[config.mk]
export PLATFORM = sky130hd
export DESIGN_NAME = rsc_turbo_encoder
export DESIGN_NICKNAME = d
export VERILOG_FILES = /design/src/rtl/rsc_turbo_encoder.sv
export SDC_FILE = /design/constraint.sdc
export NUM_CORES = 1
export LEC_CHECK = 0
export CAP_MARGIN = 10
export CORE_MARGIN = 4
export CORE_UTILIZATION = 49
export DETAILED_ROUTE_END_ITERATION = 6
export PLACE_DENSITY = 0.77
export RECOVER_POWER = 50
export SETUP_SLACK_MARGIN = 0.3
export SLEW_MARGIN = 10
export SYNTH_ARGS = -nofsm -noshare
export SYNTH_HDL_FRONTEND = slang
export SYNTH_SLANG_ARGS = --single-unit
[constraint.sdc]
create_clock -name clk -period 1.65 [get_ports clk]
set_input_delay 0.33 -clock clk [delete_from_list [all_inputs] [get_ports clk]]
set_output_delay 0.33 -clock clk [all_outputs]
set_load 0.01 [all_outputs]
[src/rtl/rsc_turbo_encoder.sv]
`default_nettype none
// ============================================================================
// Module      : rsc_turbo_encoder
// Description : Streaming recursive systematic convolutional constituent
//               encoder. One data bit in, one NOUT-bit symbol out per step,
//               followed by M = log2(STATES) tail symbols that return the
//               trellis to state 0 at the end of every frame.
// Revision    : 1.0 - initial release
// ============================================================================
module rsc_turbo_encoder #(
    parameter int STATES      = 4,
    parameter int NOUT        = 2,
    parameter int RECURSIVE   = 7,
    parameter int POLY [NOUT] = '{5, 7},
    parameter int FRAME_LEN   = 16,
    localparam int M          = $clog2(STATES)
) (
    input  logic            clk,
    input  logic            rst_n,
    input  logic            in_valid,
    output logic            in_ready,
    input  logic            in_bit,
    output logic            out_valid,
    input  logic            out_ready,
    output logic [NOUT-1:0] out_symbol,
    output logic            out_tail,
    output logic            out_last,
    output logic [M-1:0]    out_state
);

    localparam int BW = (FRAME_LEN > 1) ? $clog2(FRAME_LEN) : 1;
    localparam int TW = (M > 1) ? $clog2(M) : 1;

    localparam logic [BW-1:0] LAST_BIT  = BW'(FRAME_LEN - 1);
    localparam logic [TW-1:0] LAST_TAIL = TW'(M - 1);
    localparam logic [M:0]    REC_BITS  = RECURSIVE[M:0];

    localparam logic [0:0] ST_DATA = 1'b0;
    localparam logic [0:0] ST_TAIL = 1'b1;

    logic [0:0]      fsm;
    logic [M-1:0]    s;
    logic [BW-1:0]   bit_cnt;
    logic [TW-1:0]   tail_cnt;

    logic            slot_free;
    logic            data_step;
    logic            tail_step;
    logic            step;
    logic            fb;
    logic            u;
    logic            w;
    logic            last_bit;
    logic            last_tail;
    logic [M-1:0]    next_s;
    logic [NOUT-1:0] sym;

    assign slot_free = !out_valid || out_ready;
    assign in_ready  = (fsm == ST_DATA) && slot_free;
    assign data_step = in_valid && in_ready;
    assign tail_step = (fsm == ST_TAIL) && slot_free;
    assign step      = data_step || tail_step;
    assign last_bit  = (bit_cnt == LAST_BIT);
    assign last_tail = (tail_cnt == LAST_TAIL);

    // Feedback node; in the tail the input cancels the feedback so w = 0
    assign fb = ^(REC_BITS[M-1:0] & s);
    assign u  = (fsm == ST_TAIL) ? fb : in_bit;
    assign w  = u ^ fb;

    // Shift the new feedback value into the most recent delay element
    generate
        if (M == 1) begin : g_m1
            assign next_s = w;
        end else begin : g_mn
            assign next_s = {w, s[M-1:1]};
        end
    endgenerate

    // Output bit j is the parity of POLY[j] over {w, s}
    always_comb begin
        logic [31:0] p;
        sym = '0;
        p   = '0;
        for (int j = 0; j < NOUT; j++) begin
            p      = 32'(POLY[j]);
            sym[j] = ^(p[M:0] & {w, s});
        end
    end

    // Frame sequencing: data bit counter, then tail counter, then back to data
    always_ff @(posedge clk or negedge rst_n) begin
        if (!rst_n) begin
            fsm      <= ST_DATA;
            bit_cnt  <= '0;
            tail_cnt <= '0;
            s        <= '0;
        end else begin
            if (data_step) begin
                s <= next_s;
                if (last_bit) begin
                    bit_cnt <= '0;
                    fsm     <= ST_TAIL;
                end else begin
                    bit_cnt <= bit_cnt + 1'b1;
                end
            end else if (tail_step) begin
                if (last_tail) begin
                    tail_cnt <= '0;
                    s        <= '0;
                    fsm      <= ST_DATA;
                end else begin
                    tail_cnt <= tail_cnt + 1'b1;
                    s        <= next_s;
                end
            end
        end
    end

    // Output symbol register; reloads on any step, empties when consumed unreplaced
    always_ff @(posedge clk or negedge rst_n) begin
        if (!rst_n) begin
            out_valid  <= 1'b0;
            out_symbol <= '0;
            out_tail   <= 1'b0;
            out_last   <= 1'b0;
            out_state  <= '0;
        end else if (step) begin
            out_valid  <= 1'b1;
            out_symbol <= sym;
            out_tail   <= tail_step;
            out_last   <= tail_step && last_tail;
            out_state  <= next_s;
        end else if (out_ready) begin
            out_valid  <= 1'b0;
        end
    end

endmodule
`default_nettype wire

==> flow_summary.yaml <==
cts:
  clk_path_buf_depth: 2
  clkTransAtPathRegs_ns: 0.09
  clock-root-buffer: "clkbuf_4"
  cts_tree: "yes"
  ctsHoldBuffers: 0
  cts_inserted_buffers: 3
  htreeDepth: 1
  cts_num_sinks: 15
  clk_latency_ns: 0.29
drt:
  detailedRoute.firstPassIterationCount: 4
  route.final.wire_length_um: 1370
  vias_per_cell: 5.19
  wl_cell_um: 13.3
  postRouteAntennaNets: 0
  detailedRoute.firstIterationViolations: 10
  detail_route.drc_violations: 0
  route.vias.total: 535
placed_design:
  placedCellCount: 97
  gpl.final_weighted_congestion: 0.730
  io_buffers: 12
  place.detailed.hpwl_um: 1000
  place_ws_ns: -0.241
sta:
  final.setup.worst_slack_ns: 0.224
  timing.final.crit_period_ns: 1.43
  achievable-frequency_mhz: 701
  relSlewSlack_pct: 45.5
  timing.final.max_slew_violations: 0
  report.final.hold_viol_count: 0
  fin_skew_ns: 0.00616
  finalSetupViolCount: 0
  worstMarginPinSlew_ns: 0.817
  period_share_pct: 86.4
  grt_setup_unrepaired: "yes"
synthesis:
  async_flop_share_pct: 100
  yosysWarningCount: 0
  synth_area_in_compound_gates_pct: 17.0
  synth-edff-count: 0
  synth_xor_xnor_area_share_pct: 7.01
  synth.cell_area_sq_um: 749
  post_synth_inst_count: 64
  synth-simple-area-share_pct: 13.9
  postSynthNetCount: 70
  ys_types: 30
  synth_mux_area_share_pct: 6.84
  synth_top_family_by_area: "compound AO/OA/AOI/OAI gates"
  adder_cell_share_of_the_synthesized_area_pct: 1.67
  synth-seq-area-share_pct: 50.1
  ys_seq_elements: 15
  syn_area_per_cell_sq_um: 11.7
  ys.flop_type: "dfrtp_1"
grt:
  grt.overflow.total: 0
  grt_pass1_vias: 520
  first_pass_grt_wire_length_um: 2400
  globalRouteTotalUtil_pct: 15.7
  grt_antenna_before_repair: 0
  largest_net_degree_at_the_start_of_global_routing: 16
cells_and_area:
  seqCellArea_sq_um: 375
  fillCellCount: 116
  multi_input_comb_area_sq_um: 363
  area_growth_syn_to_layout_pct: 28.7
  drive_gt1_share_pct: 26.1
  diodes: 0
  final_net_count: 95
  stdcell_count: 103
pwr:
  seqPwrFrac_pct: 43.1
  power_frac_comb_pct: 43.5
  ir_worst_vdd_mv: 0.890
  total_leakage_power_uw: 0.000463
  p_clk_share_pct: 13.4
  p_sw_uw: 581
  switching_share_pct: 36.5
  internal_power_uw: 1010
  power.density_nw_per_um2: 1650
die:
  design.core.area_sq_um: 1370
  die-height_um: 47.1
  floorplan.die_area_sq_um: 2220
  rows: 13
  initial_utilization_pct: 54.9
  ioPinCount: 13
  dieWidth_um: 47.1
setup_path:
  critical_path_arrival_ns: 1.60
  crit_path_start_kind: "primary input"
  crit_required_ns: 1.82
  critPathKind: "primary input to flip-flop"
  critical_path.endpoint_type: "flip-flop"
  max_fanout_on_critical_path: 4
run:
  max-cap-violations: 0
outcome:
  outcome: "completed"
worst_hold_path:
  worst_hold_class: "primary input to flip-flop"
-- power groups by stage --
stage,registers [uW],logic [uW],clock network [uW]
after floorplan,688,463,0
after global placement,687,710,0
after detailed placement,697,721,0
after CTS,689,680,223
after global routing,712,772,237
final,686,692,213
-- worst paths after layout --
kind                            cells after the start           from             to  slack [ns]
worst min register to register                      1  out_symbol[1]  out_symbol[1]        0.51
max in group asynchronous                           2          rst_n  out_symbol[1]        0.50
worst max-delay path                                4       in_valid           s[1]        0.22
worst min-delay path                                4      out_ready      out_valid        0.44
min in group asynchronous                           2          rst_n      last_tail        0.64
worst max register to register                      4            fsm     bit_cnt[1]        0.29
-- cells by family (layout without fill, tap and decap cells) --
| group | after synthesis | in the layout |
|---|---|---|
| AND/OR/NAND/NOR | 18 | 18 |
| AO/OA/AOI/OAI | 16 | 16 |
| flip-flops | 15 | 15 |
| XOR/XNOR | 6 | 6 |
| multiplexers | 4 | 4 |
| buffers and inverters | 4 | 28 |
| adder cells (fa/ha/maj) | 1 | 1 |
-- cell usage after synthesis (2+ instances only) --
| cell type | instances | area [sq um] |
|---|---|---|
| o21ai_0 | 5 | 25.0 |
| nand2_1 | 4 | 15.0 |
| mux2_4 | 2 | 30.0 |
| inv_1 | 2 | 7.51 |
| a21o_1 | 2 | 15.0 |
| nor2_1 | 5 | 18.8 |
| nand3_1 | 2 | 10.0 |
| xnor2_1 | 5 | 43.8 |
| o2bb2ai_1 | 2 | 17.5 |
| dfrtp_1 | 15 | 375 |
-- layout by cell type (no fill, tap or decap), types with 2 or more instances in the layout --
master / count
dfrtp_1: 15
dlygate4sd3_1: 2
buf_4: 8
nor2_1: 4
o2bb2ai_1: 2
nand2_1: 4
nand3_1: 2
mux2_4: 2
inv_1: 2
clkbuf_4: 3
o21ai_0: 5
dlygate4sd2_1: 6
clkbuf_1: 2
buf_2: 2
xnor2_1: 5
a21o_1: 2
-- per-layer routing --
| metal | global-route usage (%) | vias to the layer above | routed length (um) |
|---|---|---|---|
| met4 | 6.63 | 0 | 0 |
| met2 | 22.0 | 10 | 621 |
| met5 | 0 | - | 0 |
| li1 | - | 278 | - |
| met3 | 4.21 | 0 | 73 |
| met1 | 22.8 | 247 | 677 |
-- critical path, cell delays in order --
cell and delay [ns]:
dlygate4sd3_1 0.62, nor2_1 0.28, nor4b_1 0.09, a221o_1 0.27
-- through the flow --
| step | hold slack (ns) | TNS [ns] | instance area [sq um] | utilization [%] | total power (uW) |
|---|---|---|---|---|---|
| detailed placement | 0.489 | -0.241 | 930 | 68.0 | 1420 |
| CTS | 0.348 | 0 | 947 | 69.3 | 1590 |
| global route | 0.486 | 0 | 965 | 70.6 | 1720 |
| finish | 0.439 | 0 | 965 | 70.6 | 1590 |
| floorplan | 0.0344 | 0 | 749 | - | 1150 |
| global placement | 0.482 | -0.212 | 930 | 68.0 | 1400 |
-- sequential cells by signal, summed over array words and instances, names as in the netlist --
| register | cells |
|---|---|
| bit_cnt | 4 |
| out_state | 2 |
| out_symbol | 2 |
| s | 2 |
| fsm | 1 |
| last_tail | 1 |
| out_last | 1 |
| out_tail | 1 |
| out_valid | 1 |
-- final cells by class --
type	instances	share of cell area, %
Clock buffer	3	2.33
Clock inverter	1	0.519
Inverter	2	0.778
Multi-Input combinational cell	45	37.6
Sequential cell	15	38.9
Tap cell	15	1.95
Timing Repair Buffer	22	17.9
-- timing repair --
item / CTS / global route
setup endpoints to repair: 9 / 9
gates cloned: 0 / 0
pin swaps: 0 / 1
resized for setup: 15 / 4
setup buffers: 0 / 2
Power figures use the tool's default switching activity.
==> RTL change (same settings) <==
Reset style: synchronous (`rst_n`), changed in 2 clocked blocks.
--- a/src/rtl/rsc_turbo_encoder.sv
+++ b/src/rtl/rsc_turbo_encoder.sv
@@ -89,7 +89,7 @@
     end
 
     // Frame sequencing: data bit counter, then tail counter, then back to data
-    always_ff @(posedge clk or negedge rst_n) begin
+    always_ff @(posedge clk) begin
         if (!rst_n) begin
             fsm      <= ST_DATA;
             bit_cnt  <= '0;
@@ -118,7 +118,7 @@
     end
 
     // Output symbol register; reloads on any step, empties when consumed unreplaced
-    always_ff @(posedge clk or negedge rst_n) begin
+    always_ff @(posedge clk) begin
         if (!rst_n) begin
             out_valid  <= 1'b0;
             out_symbol <= '0;
Check against the original RTL: differs if rst_n is asserted again (counterexample within 4 cycles, from zero or initial values and one cycle with rst_n low); with rst_n held inactive, the same outputs for 10 cycles.
==> RTL change against the original RTL <==
Routed wire length up 20%. Synthesized cell count up 39%. Final area down 2.2%. Cell count up 23%. Worst setup slack better by 0.052 ns. Count of clock-buffer cells in the layout unchanged. Synthesized area down 3.2%. Sequential cell count unchanged. Largest cell class is now multi-input gates.
Power is not compared: it rests on default switching activity, and its combinational part moved more than twofold at a synthesized area within 25%.
==> RTL change: results <==
[placed_design]
postPlaceCellArea_um2 = 900
dp_hpwl_um = 1190
pre_cts_ws_ns = -0.194
dp.cells = 120
gp_congestion = 0.785

[worst_setup_path]
slowest_delay_ns = 0.53
regToRegSetupSlack_ns = 0.28
slowest_stage = "or4b_1"
worstPathMaxFanout = 5
cp_data_arrival_time_ns = 1.59

[global_routing]
grt.met1_usage = 0.234
grt_pass1_wl_um = 2770
grt_max_degree = 11
grt_usage = 0.181
grtUsageMet3 = 0.0508
grt_pass1_vias = 657
global_route.usage.met2 = 0.261

[final_layout]
seq-cell-share = 0.318
buffers = 24
clock_cell_area_share = 0.0292
nNonClkInverters = 3
multi_input_area_share = 0.412
drive_above_1_share = 0.152
multi_input_comb_cells = 66
layout.nonclk_buf_frac = 0.208
nFillCells = 115

[route]
wl_met2_um = 742
vias_per_cell = 5.61
routed-wl-met3_um = 110
drt_iter0_markers = 19
wl_per_cell_um = 13.0
dr.max_layer_used = "met4"
met1Wirelength_um = 753

[sta]
min_period_ns = 1.37
tightestPinTransition_ns = 0.346
whs_ns = 0.466
clock_skew_ns = 0.00434

[synthesis]
synth_compound_area_frac = 0.186
synth_nets = 95
synth_xor_area_frac = 0.0483
synth.top_cells.by_count = "dfxtp_1, nand3_1, a21oi_1, o21ai_1, nor2_1"
syn_area_per_cell_um2 = 8.15
netlist_top_cells_area = "dfxtp_1, nand3_1, a21oi_1"
synthMuxAreaShare = 0.0276
async_flop_share = 0

[floorplan]
core_area_um2 = 1350

[clock_network]
ctsResizeCount = 11
postCtsSetupBuffers = 2

[run_status]
status = "complete, no violations"

[pwr]
peakVddDrop_v = 0.000501
RTL change: changes by cell type after synthesis, sizes merged, moves of 3 or more:
| cell | before | now |
|---|---|---|
| a21oi | 1 | 8 |
| mux2 | 3 | 0 |
| xnor2 | 5 | 2 |
| dfxtp | 0 | 15 |
| o21ai | 6 | 9 |
| dfrtp | 15 | 0 |
| o2bb2ai | 3 | 0 |
| nand3 | 2 | 10 |
RTL change: final timing paths:
kind,startpoint,end,cells after the start
setup / recovery,out_valid,s[1],4
hold / removal,in_valid,out_valid,4
setup reg to reg,out_valid,s[1],4
hold reg to reg,out_symbol[1],out_symbol[1],2
RTL change: critical path: cells and delay by family (launching register included):
family	cells	cell delay, ns
AOI/OAI and AO/OA	1	0.17
buffers and inverters	1	0.14
DFF	1	0.32
and+or+nand+nor	2	0.67
RTL change: where the power goes:
group	switching, mW	total, mW	internal, mW
clock	0.118	0.208	0.0901
sequential	0.0151	0.394	0.379
combinational	0.0603	0.122	0.0613
